===== src/rtl/fetch_queue.sv =====
// Instruction fetch queue between Fetch and Decode: a DEPTH-entry circular
// buffer of {next-PC, instruction} pairs with a synchronous flush for squashes.
module fetch_queue #(
  parameter int PC_W    = 32,
  parameter int INSTR_W = 32,
  parameter int DEPTH   = 4
) (
  input  logic                       CLK,
  input  logic                       nRST,
  input  logic                       flush,
  input  logic                       enq_valid,
  output logic                       enq_ready,
  input  logic [PC_W-1:0]            enq_npc,
  input  logic [INSTR_W-1:0]         enq_instr,
  output logic                       deq_valid,
  input  logic                       deq_ready,
  output logic [PC_W-1:0]            deq_npc,
  output logic [INSTR_W-1:0]         deq_instr,
  output logic [$clog2(DEPTH):0]     count,
  output logic                       full,
  output logic                       empty
);

  localparam int IDX_W = $clog2(DEPTH);
  localparam int PTR_W = IDX_W + 1;
  localparam logic [PTR_W-1:0] PTR_ONE = 1;

  // Handshake: a transfer happens on a rising edge where valid && ready and
  // flush is low; ready never depends on valid, and valid never depends on ready.
  logic [PTR_W-1:0]   wr_ptr;
  logic [PTR_W-1:0]   rd_ptr;
  logic [IDX_W-1:0]   wr_idx;
  logic [IDX_W-1:0]   rd_idx;
  logic [PC_W-1:0]    npc_mem   [DEPTH];
  logic [INSTR_W-1:0] instr_mem [DEPTH];
  logic               enq_fire;
  logic               deq_fire;

  assign wr_idx = wr_ptr[IDX_W-1:0];
  assign rd_idx = rd_ptr[IDX_W-1:0];

  // Status comes from the registered pointers only, so no input reaches it.
  assign empty     = (wr_ptr == rd_ptr);
  assign full      = (wr_idx == rd_idx) && (wr_ptr[PTR_W-1] != rd_ptr[PTR_W-1]);
  assign count     = wr_ptr - rd_ptr;
  assign enq_ready = !full;
  assign deq_valid = !empty;

  assign enq_fire = enq_valid && enq_ready && !flush;
  assign deq_fire = deq_valid && deq_ready && !flush;

  always_ff @(posedge CLK or negedge nRST) begin
    if (!nRST) begin
      wr_ptr <= '0;
      rd_ptr <= '0;
    end else if (flush) begin
      wr_ptr <= '0;
      rd_ptr <= '0;
    end else begin
      if (enq_fire) wr_ptr <= wr_ptr + PTR_ONE;
      if (deq_fire) rd_ptr <= rd_ptr + PTR_ONE;
    end
  end

  // Flush leaves storage intact; the empty mux below hides stale entries.
  always_ff @(posedge CLK or negedge nRST) begin
    if (!nRST) begin
      for (int i = 0; i < DEPTH; i++) begin
        npc_mem[i]   <= '0;
        instr_mem[i] <= '0;
      end
    end else if (enq_fire) begin
      npc_mem[wr_idx]   <= enq_npc;
      instr_mem[wr_idx] <= enq_instr;
    end
  end

  // Decode sees an all-zero word (NOP) whenever the queue is empty.
  assign deq_npc   = empty ? '0 : npc_mem[rd_idx];
  assign deq_instr = empty ? '0 : instr_mem[rd_idx];

endmodule


===== config.mk =====
export PLATFORM = sky130hd
export DESIGN_NAME = fetch_queue
export DESIGN_NICKNAME = d
export VERILOG_FILES = /design/src/rtl/fetch_queue.sv
export SDC_FILE = /design/constraint.sdc
export NUM_CORES = 1
export LEC_CHECK = 0
export CORE_AREA = 2 2 178 180
export DETAILED_ROUTE_END_ITERATION = 7
export DIE_AREA = 0 0 180 182
export SYNTH_ARGS = -nofsm -noshare
export SYNTH_HDL_FRONTEND = slang
export SYNTH_SLANG_ARGS = --single-unit

===== constraint.sdc =====
create_clock -name CLK -period 6.85 [get_ports CLK]
set_input_delay 1.37 -clock CLK [delete_from_list [all_inputs] [get_ports CLK]]
set_output_delay 1.37 -clock CLK [all_outputs]
set_load 0.02 [all_outputs]

==> metrics.txt, run 1 <==
status complete, no violations; Sequential Area around 6600 µm²; clock-pin slew on the worst setup and hold paths 0.06 ns; Starting Density 39.40%; core area 30990 µm²; PostCTS Resize Cnt 0; CP Cell Sequence ha_1 > nand3_2 > buf_4 > and2_1 > clkdlybuf4s50_1; Peak Freq 195.3 MHz; routability cong. 0.7162; measured slew at the worst slew-check pin 1.084 ns; post-synthesis register bit count between 200 and 300; Initial DRT Pass Iterations 4; Fin. Hold Viols 0; Top Ports 140; Crit path required time 5.48 ns; Critical Path End Type output port; vias in the first global route 7240; Post-DP HPWL 14.68 mm; Reg power frac 38.2%; Fillers 2664; remaining global-route overflow 0; CP Data Arrival Time between 3 and 4 ns; CTS tree done; CTS Root Cell clkbuf_16; initial DRC count 270; M2 GR Usage 25.99%; ANT nets after route 0; R2R cell count 5; Longest Clk Path Bufs 3; Inserted Clock Buffers 30; CTS Sinks 262; # DRC 0; main area contributors after synthesis dfrtp_1, mux2_2, mux4_2; initial antenna violation count 1; Relative slew margins 27.75%; Routed WL ~25 mm; routed len/inst 19.51 µm; Port-buffer cells 139; Syn. warnings 0; hold crit path type flop to flop; Mapped Cells ~740; Max Cap Viol 0; final worst setup slack ~1.7 ns; grt met3 use ~2.7%; Yosys top cell by area dfrtp_1; Die Wd 180 µm; DR vias/cell about 5; CP peak stage delay 0.79 ns; Inst Count DP 1247; setup bufs post-CTS 0; power per cell area roughly 420 nW/µm²; WHS Path Cells 1; sink of the worst hold path npc_mem[94]; Nets 954; Sw Ratio 28.87%; Final Setup Violations 0; worst skew pair latency 0.55 ns; footprint of the multi-input gates 5249 µm²; Non-Filler Instances roughly 1300; Avg Inst Size Synth between 15 and 20 µm²; Netlist cell types 27; CP max stage cell nand3_2; gr usage total around 16%; first-pass GRT wire length between 40 and 50 mm; Via Count 6692; chip height ~180 µm; Mapped Area 12210 µm²; Final Cycle Share 74.74%; share of cells above drive strength 1 between 40% and 50%; Rows 65; r2r endpoint instr_mem[35]; Clk pwr share 27.0%; minimum clock period between 5 and 6 ns; CP startpoint kind flop; Sum Neg Setup Slack 0 ns; Area Overhead vs Synth 22.15%; Crit Path Max Fanout 48; gr busiest metal met2; Internal Power 0.004473 W; Worst Hold Launch npc_mem[94]; Leakage Power 6.453 nW; Fin Clk Skew 0.01764 ns; pin count of the biggest net entering global routing 149; worst vdd ir 0.2719 mV; Seq/Total Area, Yosys 53.71%; Final Slew Violations 0; die area 32760 µm²; H-tree depth 1; Syn Nets just over 800; DP Worst Slack roughly 2.2 ns; worst setup path class flop to output port; met1 usage 21.97%; combinational share of power 34.8%; Synth top area share 53.71%; Crit Reg-Reg Startpoint rd_ptr[0]; RSZ-0062 raised after global routing no; reg-to-reg slack, setup 3.33 ns; sw power 0.001816 W; hold buffer count at CTS 0; Power Total about 0.0063 W
-- cells in the mapped netlist --
library cell	count
dfrtp_1	262
mux2_2	227
and2_1	64
mux4_2	64
mux2_4	30
buf_6	24
clkbuf_1	14
inv_1	10
buf_2	8
ha_1	7
nor2_1	6
o2111ai_1	4
o211ai_4	4
a211o_1	2
buf_1	2
o21a_1	2
o311ai_0	2
o31ai_1	2
and2b_2	1
fa_1	1
mux2_1	1
nand2_1	1
nand3_1	1
nor2b_1	1
xnor2_1	1
xnor2_4	1
xor2_1	1
-- state kept, by name, indices dropped and copies added (netlist names) --
| register | count |
|---|---|
| instr_mem | 128 |
| wr_ptr | 3 |
| rd_ptr | 3 |
| npc_mem | 128 |
-- power groups by stage --
stage               sequential (W)  combinational, W  clock, W
floorplan                  0.00230           0.00154         0
global placement           0.00242           0.00220         0
detailed placement         0.00243           0.00222         0
CTS                        0.00240           0.00223   0.00174
global route               0.00248           0.00235   0.00181
finish                     0.00240           0.00219   0.00170
-- worst max-delay path by stage --
| stage | start | end | depth (start not counted) |
|---|---|---|---|
| 6_report | rd_ptr[0] | deq_npc[13] | 5 |
| 5_1_grt | rd_ptr[0] | deq_npc[13] | 5 |
| 4_1_cts | rd_ptr[0] | deq_npc[13] | 5 |
| 3_5_place_dp | rd_ptr[0] | deq_npc[13] | 5 |
| 3_3_place_gp | rd_ptr[0] | deq_npc[19] | 5 |
| 2_1_floorplan | rd_ptr[1] | enq_ready | 8 |
-- stage by stage --
step	cell area (µm²)	hold slack (ns)	utilization [%]
floorplan	12210	0.4594	-
global placement	13840	0.4820	44.68
detailed placement	13840	0.4870	44.68
CTS	14910	0.5000	48.12
global route	14910	0.5085	48.12
finish	14910	0.4975	48.12
-- critical path: cells and delay by family (launching register included) --
family / cells / cell delay [ns]
adder cells (fa/ha/maj): 1 / 0.44
buffers and inverters: 2 / 1.05
flip-flops: 1 / 0.72
AND/OR/NAND/NOR: 2 / 0.95
-- layout make-up --
cell class	count	share of cell area, %
Antenna cell	1	0.01678
Clock buffer	39	5.672
Clock inverter	17	1.468
Inverter	10	0.2517
Multi-Input combinational cell	423	35.20
Sequential cell	262	44.02
Tap cell	402	3.373
Timing Repair Buffer	150	10.00
-- cells in the final DEF, fill, tap and decap left out, types with 2 or more instances in the layout --
cell / synthesis / final
clkinv_2: 0 / 9
a211o_1: 2 / 2
mux2_2: 227 / 227
dfrtp_1: 262 / 260
o2111ai_1: 4 / 4
ha_1: 7 / 7
clkdlybuf4s50_1: 0 / 138
clkbuf_8: 0 / 4
o21a_1: 2 / 2
clkinvlp_4: 0 / 2
nor2_1: 6 / 6
clkbuf_1: 14 / 4
o311ai_0: 2 / 2
buf_4: 0 / 10
o211ai_4: 4 / 4
clkbuf_16: 0 / 31
inv_1: 10 / 10
mux2_4: 30 / 30
bufinv_16: 0 / 5
dfrtp_4: 0 / 2
and2_1: 64 / 64
mux4_2: 64 / 64
o31ai_1: 2 / 2
-- per-layer routing --
layer | part of all wire, % | up-vias
met5 | 0 | -
met4 | 1.8 | 0
met3 | 3.6 | 31
met2 | 49 | 116
met1 | 46 | 3545
li1 | - | 3000
-- kinds of logic after synthesis --
| kind of cell | Yosys count | synth area share [%] |
|---|---|---|
| xor+xnor | 3 | 0.3690 |
| mux | 322 | 36.53 |
| fa+ha+maj | 8 | 0.8814 |
| buf+inv | 58 | 3.341 |
| flops | 262 | 53.71 |
| compound gates | 16 | 1.517 |
| simple gates | 74 | 3.659 |
(Power assumes the default switching activity.)
==> inputs of run 2 (changes only) <==
==> constraint.sdc (replaced) <==
create_clock -name CLK -period 4.9 [get_ports CLK]
set_input_delay 0.98 -clock CLK [delete_from_list [all_inputs] [get_ports CLK]]
set_output_delay 0.98 -clock CLK [all_outputs]
set_load 0.02 [all_outputs]
==> run 2 against run 1 <==
Against the previous run:
- clock-buffer cell count grew 8
- register-to-register slack lost 1.9 ns
- total power grew 39%
- routed wire length grew 0.51%
- critical path depth grew 1
- worst setup slack lost 0.91 ns
- sequential cell count is the same
- final cell count shrank 0.38%
- final area grew 0.13%
- combinational power grew 40%
- non-clock buffer count shrank 1
- clock power grew 34%
==> metrics.txt, run 2 (synthesis results as in run 1) <==
Reg power frac 38.7%; power per cell area between 500 and 600 nW/µm²; Area Overhead vs Synth 22.31%; Port-buffer cells 139; Final Slew Violations 0; Crit path required time between 3 and 4 ns; Clk pwr share 26.1%; Starting Density 39.40%; worst vdd ir 0.3623 mV; CP Data Arrival Time 3.10 ns; Crit Reg-Reg Startpoint rd_ptr[1]; Sum Neg Setup Slack 0 ns; Nets 953; routed len/inst 19.69 µm; combinational share of power about a third; remaining global-route overflow 0; Die Wd about 180 µm; worst skew pair latency around 0.55 ns; reg-to-reg slack, setup 1.39 ns; Fin. Hold Viols 0; n_diodes 0; CTS Root Cell clkbuf_16; r2r endpoint npc_mem[34]; Final Cycle Share 83.28%; R2R cell count 6; RSZ-0062 raised after global routing no; pin count of the biggest net entering global routing 118; Top Ports 140; Inserted Clock Buffers 30; initial DRC count 219; # DRC 0; footprint of the multi-input gates 5249 µm²; Fin Clk Skew 0.02013 ns; routability cong. ~0.70; share of cells above drive strength 1 43.26%; initial antenna violation count 0; vias in the first global route 7311; sw power 0.002519 W; CP startpoint kind flop; sink of the worst hold path npc_mem[60]; most frequent cells in the layout dfrtp_1, mux2_2, clkdlybuf4s50_1, mux4_2, and2_1; Longest Clk Path Bufs 3; Largest regs instr_mem: 128 flops, npc_mem: 128 flops; Post-DP HPWL 14.99 mm; Sequential Area roughly 6600 µm²; H-tree depth 1; CTS Sinks 262; core area 30990 µm²; Relative slew margins between 20% and 30%; ANT nets after route 0; Leakage Power 6.462 nW; Max Cap Viol 0; Critical Path End Type output port; chip height roughly 180 µm; status complete, no violations; hold buffer count at CTS 0; Final Setup Violations 0; minimum clock period 4.081 ns; Peak Freq about 250 MHz; worst setup path class flop to output port; DR vias/cell 5.130; Initial DRT Pass Iterations 4; commonest non-fill, non-tap cell in the layout dfrtp_1; gr usage total 16.00%; measured slew at the worst slew-check pin 1.111 ns; Routed WL 25.57 mm; setup bufs post-CTS 0; PostCTS Resize Cnt 0; Sw Ratio a little under 30%; Fillers 2660; die area 32760 µm²; hold crit path type flop to flop; WHS Path Cells 1; Crit Path Max Fanout 32; Power Total slightly below 0.009 W; Via Count 6664; clock-pin slew on the worst setup and hold paths ~0.060 ns; CTS tree done; Rows 65; Worst Hold Launch npc_mem[60]; first-pass GRT wire length 41.97 mm; Internal Power 0.006194 W
[run 2: critical path: stages, from the launching register on]
cell             delay, ns
dfrtp_4               0.76
inv_1                 0.13
ha_1                  0.33
nand2_1               0.48
nor2_1                0.12
inv_1                 0.10
clkdlybuf4s50_1       0.64
[run 2: final cells by class]
| type | count | area share [%] |
|---|---|---|
| sequential | 262 | 43.96 |
| multi-input combinational | 423 | 35.15 |
| timing repair buffer | 149 | 10.44 |
| clock inverter | 6 | 0.5614 |
| inverter | 10 | 0.2514 |
| tap | 402 | 3.369 |
| clock buffer | 47 | 6.268 |
[run 2: worst max-delay path by stage]
stage | to | start | slack [ns]
after floorplan | enq_ready | rd_ptr[1] | 1.65
after global placement | instr_mem[46] | rd_ptr[1] | 1.32
after detailed placement | instr_mem[20] | rd_ptr[1] | 1.30
after CTS | enq_ready | rd_ptr[1] | 0.73
after global routing | deq_npc[31] | rd_ptr[0] | 0.63
final | enq_ready | rd_ptr[1] | 0.82
[run 2: power groups by stage]
stage	Combinational, W	Sequential (W)	Clock (W)
finish	0.00306	0.00338	0.00228
global route	0.00329	0.00349	0.00244
CTS	0.00312	0.00338	0.00235
detailed placement	0.00311	0.00341	0
global placement	0.00306	0.00340	0
floorplan	0.00216	0.00322	0
[run 2: layer usage]
layer	vias to the layer above	GRT usage, %	part of all wire, %
met5	-	0	0
met4	0	3.837	2.1
met3	42	3.008	3.9
met2	116	25.85	47
met1	3507	22.45	47
li1	2999	-	-
[run 2: through the flow]
step	utilization, %	worst slack [ns]	hold WS [ns]	area, µm²	std cells
finish	48.19	0.8193	0.4986	14930	1299
global route	48.19	0.6315	0.5118	14930	1299
global placement	44.90	1.324	0.4807	13910	1246
CTS	48.19	0.7293	0.4978	14930	1299
floorplan	-	1.653	0.4594	12210	743
detailed placement	44.90	1.298	0.4846	13910	1246
==> inputs of run 3 (changes only) <==
==> constraint.sdc (replaced) <==
create_clock -name CLK -period 4.2 [get_ports CLK]
set_input_delay 0.84 -clock CLK [delete_from_list [all_inputs] [get_ports CLK]]
set_output_delay 0.84 -clock CLK [all_outputs]
set_load 0.02 [all_outputs]
==> run 3 against run 2 <==
Against the previous run:
- final cell count up 0.69%
- die area stayed put
- worst hold slack worse by 0.12 ns
- combinational power rose by 18%
- routed wire length is 0.66% higher
- highest routed layer unchanged
- via count grew 0.90%
- sequential share of layout area shrank 0.14 points
- clock power rose by 14%
- total power is 16% higher
- first-iteration DRC count increased by 30%
- global-route usage increased by 0.083 points
- worst setup slack lost 0.54 ns
==> metrics.txt, run 3 (synthesis results as in run 1) <==
Clk pwr share 25.6%; ANT nets after route 0; gr usage total 16.08%; Peak Freq 255.4 MHz; Final Slew Violations 0; Min Hold Slack 0.3783 ns; R2R cell count 7; Crit path required time ~3.4 ns; Sum Neg Setup Slack 0 ns; footprint of the multi-input gates 5249 µm²; chip height 182 µm; Critical Path End Type output port; die area 32760 µm²; final worst setup slack 0.2842 ns; core area 30990 µm²; power per cell area 676.4 nW/µm²; final core utilization 48.34%; pin count of the biggest net entering global routing 109; CTS tree done; setup bufs post-CTS 0; Post-DP HPWL between 15 and 20 mm; DR vias/cell 5.141; Starting Density between 30 and 40%; share of cells above drive strength 1 43.43%; vias in the first global route 7339; Final Cycle Share 93.23%; Fin Clk Skew about 0.0097 ns; sw power 0.002936 W; CTS Sinks 262; Final Setup Violations 0; status complete, no violations; Inserted Clock Buffers 30; routed len/inst slightly below 20 µm; Nets 961; Max Cap Viol 0; initial antenna violation count 0; hold buffer count at CTS 0; commonest non-fill, non-tap cell in the layout dfrtp_1; most frequent cells in the layout dfrtp_1, mux2_2, clkdlybuf4s50_1, mux4_2, and2_1; Leakage Power between 6 and 7 nW; CP Data Arrival Time 3.08 ns; Crit Path Max Fanout 39; Routed WL between 20 and 30 mm; Crit Reg-Reg Startpoint rd_ptr[1]; # DRC 0; remaining global-route overflow 0; first-pass GRT wire length 41.95 mm; worst setup path class flop to output port; Longest Clk Path Bufs 3; Largest regs instr_mem: 128 flops, npc_mem: 128 flops; minimum clock period a little under 4 ns; Sw Ratio about 29%; H-tree depth 1; Internal Power approximately 0.007 W; r2r endpoint npc_mem[33]; clock-pin slew on the worst setup and hold paths 0.06 ns; Inst Count DP 1254; Sequential Area 6564 µm²; CP startpoint kind flop; Relative slew margins 30.79%; Die Wd 180 µm; Top Ports 140; combinational share of power between 30% and 40%; CTS Root Cell clkbuf_16; Reg power frac between 30% and 40%; RSZ-0062 raised after global routing no; Initial DRT Pass Iterations 4; routability cong. approximately 0.71; worst skew pair latency 0.54 ns; Area Overhead vs Synth 22.70%; reg-to-reg slack, setup 0.95 ns; DP Worst Slack 0.8122 ns; worst vdd ir 0.3717 mV; Fin. Hold Viols 0; hold crit path type input port to async pin; PostCTS Resize Cnt 0; Via Count 6724; Rows 65; Fillers approximately 2700; Non-Filler Instances about 1300; Port-buffer cells 139; initial DRC count between 200 and 300; measured slew at the worst slew-check pin approximately 1.0 ns
==> run 3: cell count changes in the layout (fill, tap and decap cells not counted), sizes merged <==
| cell | previous run | this run |
|---|---|---|
| buf | 11 | 19 |
| clkinv | 4 | 3 |
| diode | 0 | 1 |
| inv | 10 | 11 |
==> run 3: how the worst max path moves through the flow <==
| stage | cells past startpoint | to | start | slack (ns) |
|---|---|---|---|---|
| global placement | 4 | deq_npc[27] | rd_ptr[0] | 0.81 |
| detailed placement | 4 | deq_npc[18] | rd_ptr[1] | 0.81 |
| floorplan | 8 | enq_ready | rd_ptr[1] | 1.09 |
| global route | 4 | deq_npc[31] | rd_ptr[0] | 0.14 |
| CTS | 4 | deq_npc[18] | rd_ptr[1] | 0.22 |
| finish | 4 | deq_npc[31] | rd_ptr[1] | 0.28 |
==> run 3: per-layer routing <==
metal | vias up | GRT usage, % | routed length, µm
met1 | 3565 | 22.79 | 12240
met4 | 0 | 3.122 | 300
met5 | - | 0 | 0
li1 | 3010 | - | -
met3 | 25 | 2.908 | 1079
met2 | 124 | 26.18 | 12120
==> run 3: power by group through the flow <==
stage | logic, W | clock network, W | registers (W)
5_1_grt | 0.00389 | 0.00280 | 0.00405
2_1_floorplan | 0.00252 | 0 | 0.00376
3_5_place_dp | 0.00367 | 0 | 0.00396
4_1_cts | 0.00368 | 0.00268 | 0.00393
3_3_place_gp | 0.00363 | 0 | 0.00395
6_report | 0.00361 | 0.00260 | 0.00393
==> run 3: critical path, cell delays in order (launching register included) <==
cell and delay, ns:
dfrtp_4 0.72, buf_4 0.64, mux4_2 0.44, and2_1 0.18
clkdlybuf4s50_1 0.53
==> run 3: metrics by stage <==
step	total power (W)	area [µm²]
after global placement	0.007574	13980
after floorplan	0.006275	12210
after CTS	0.01029	14980
after detailed placement	0.007632	13980
after global routing	0.01073	14980
final	0.01013	14980
==> run 3: layout make-up <==
class | instances | area share, %
tap | 402 | 3.358
inverter | 10 | 0.2506
antenna | 1 | 0.01671
clock buffer | 47 | 6.047
timing repair buffer | 157 | 10.89
sequential | 262 | 43.82
clock inverter | 6 | 0.5763
multi-input combinational | 423 | 35.04
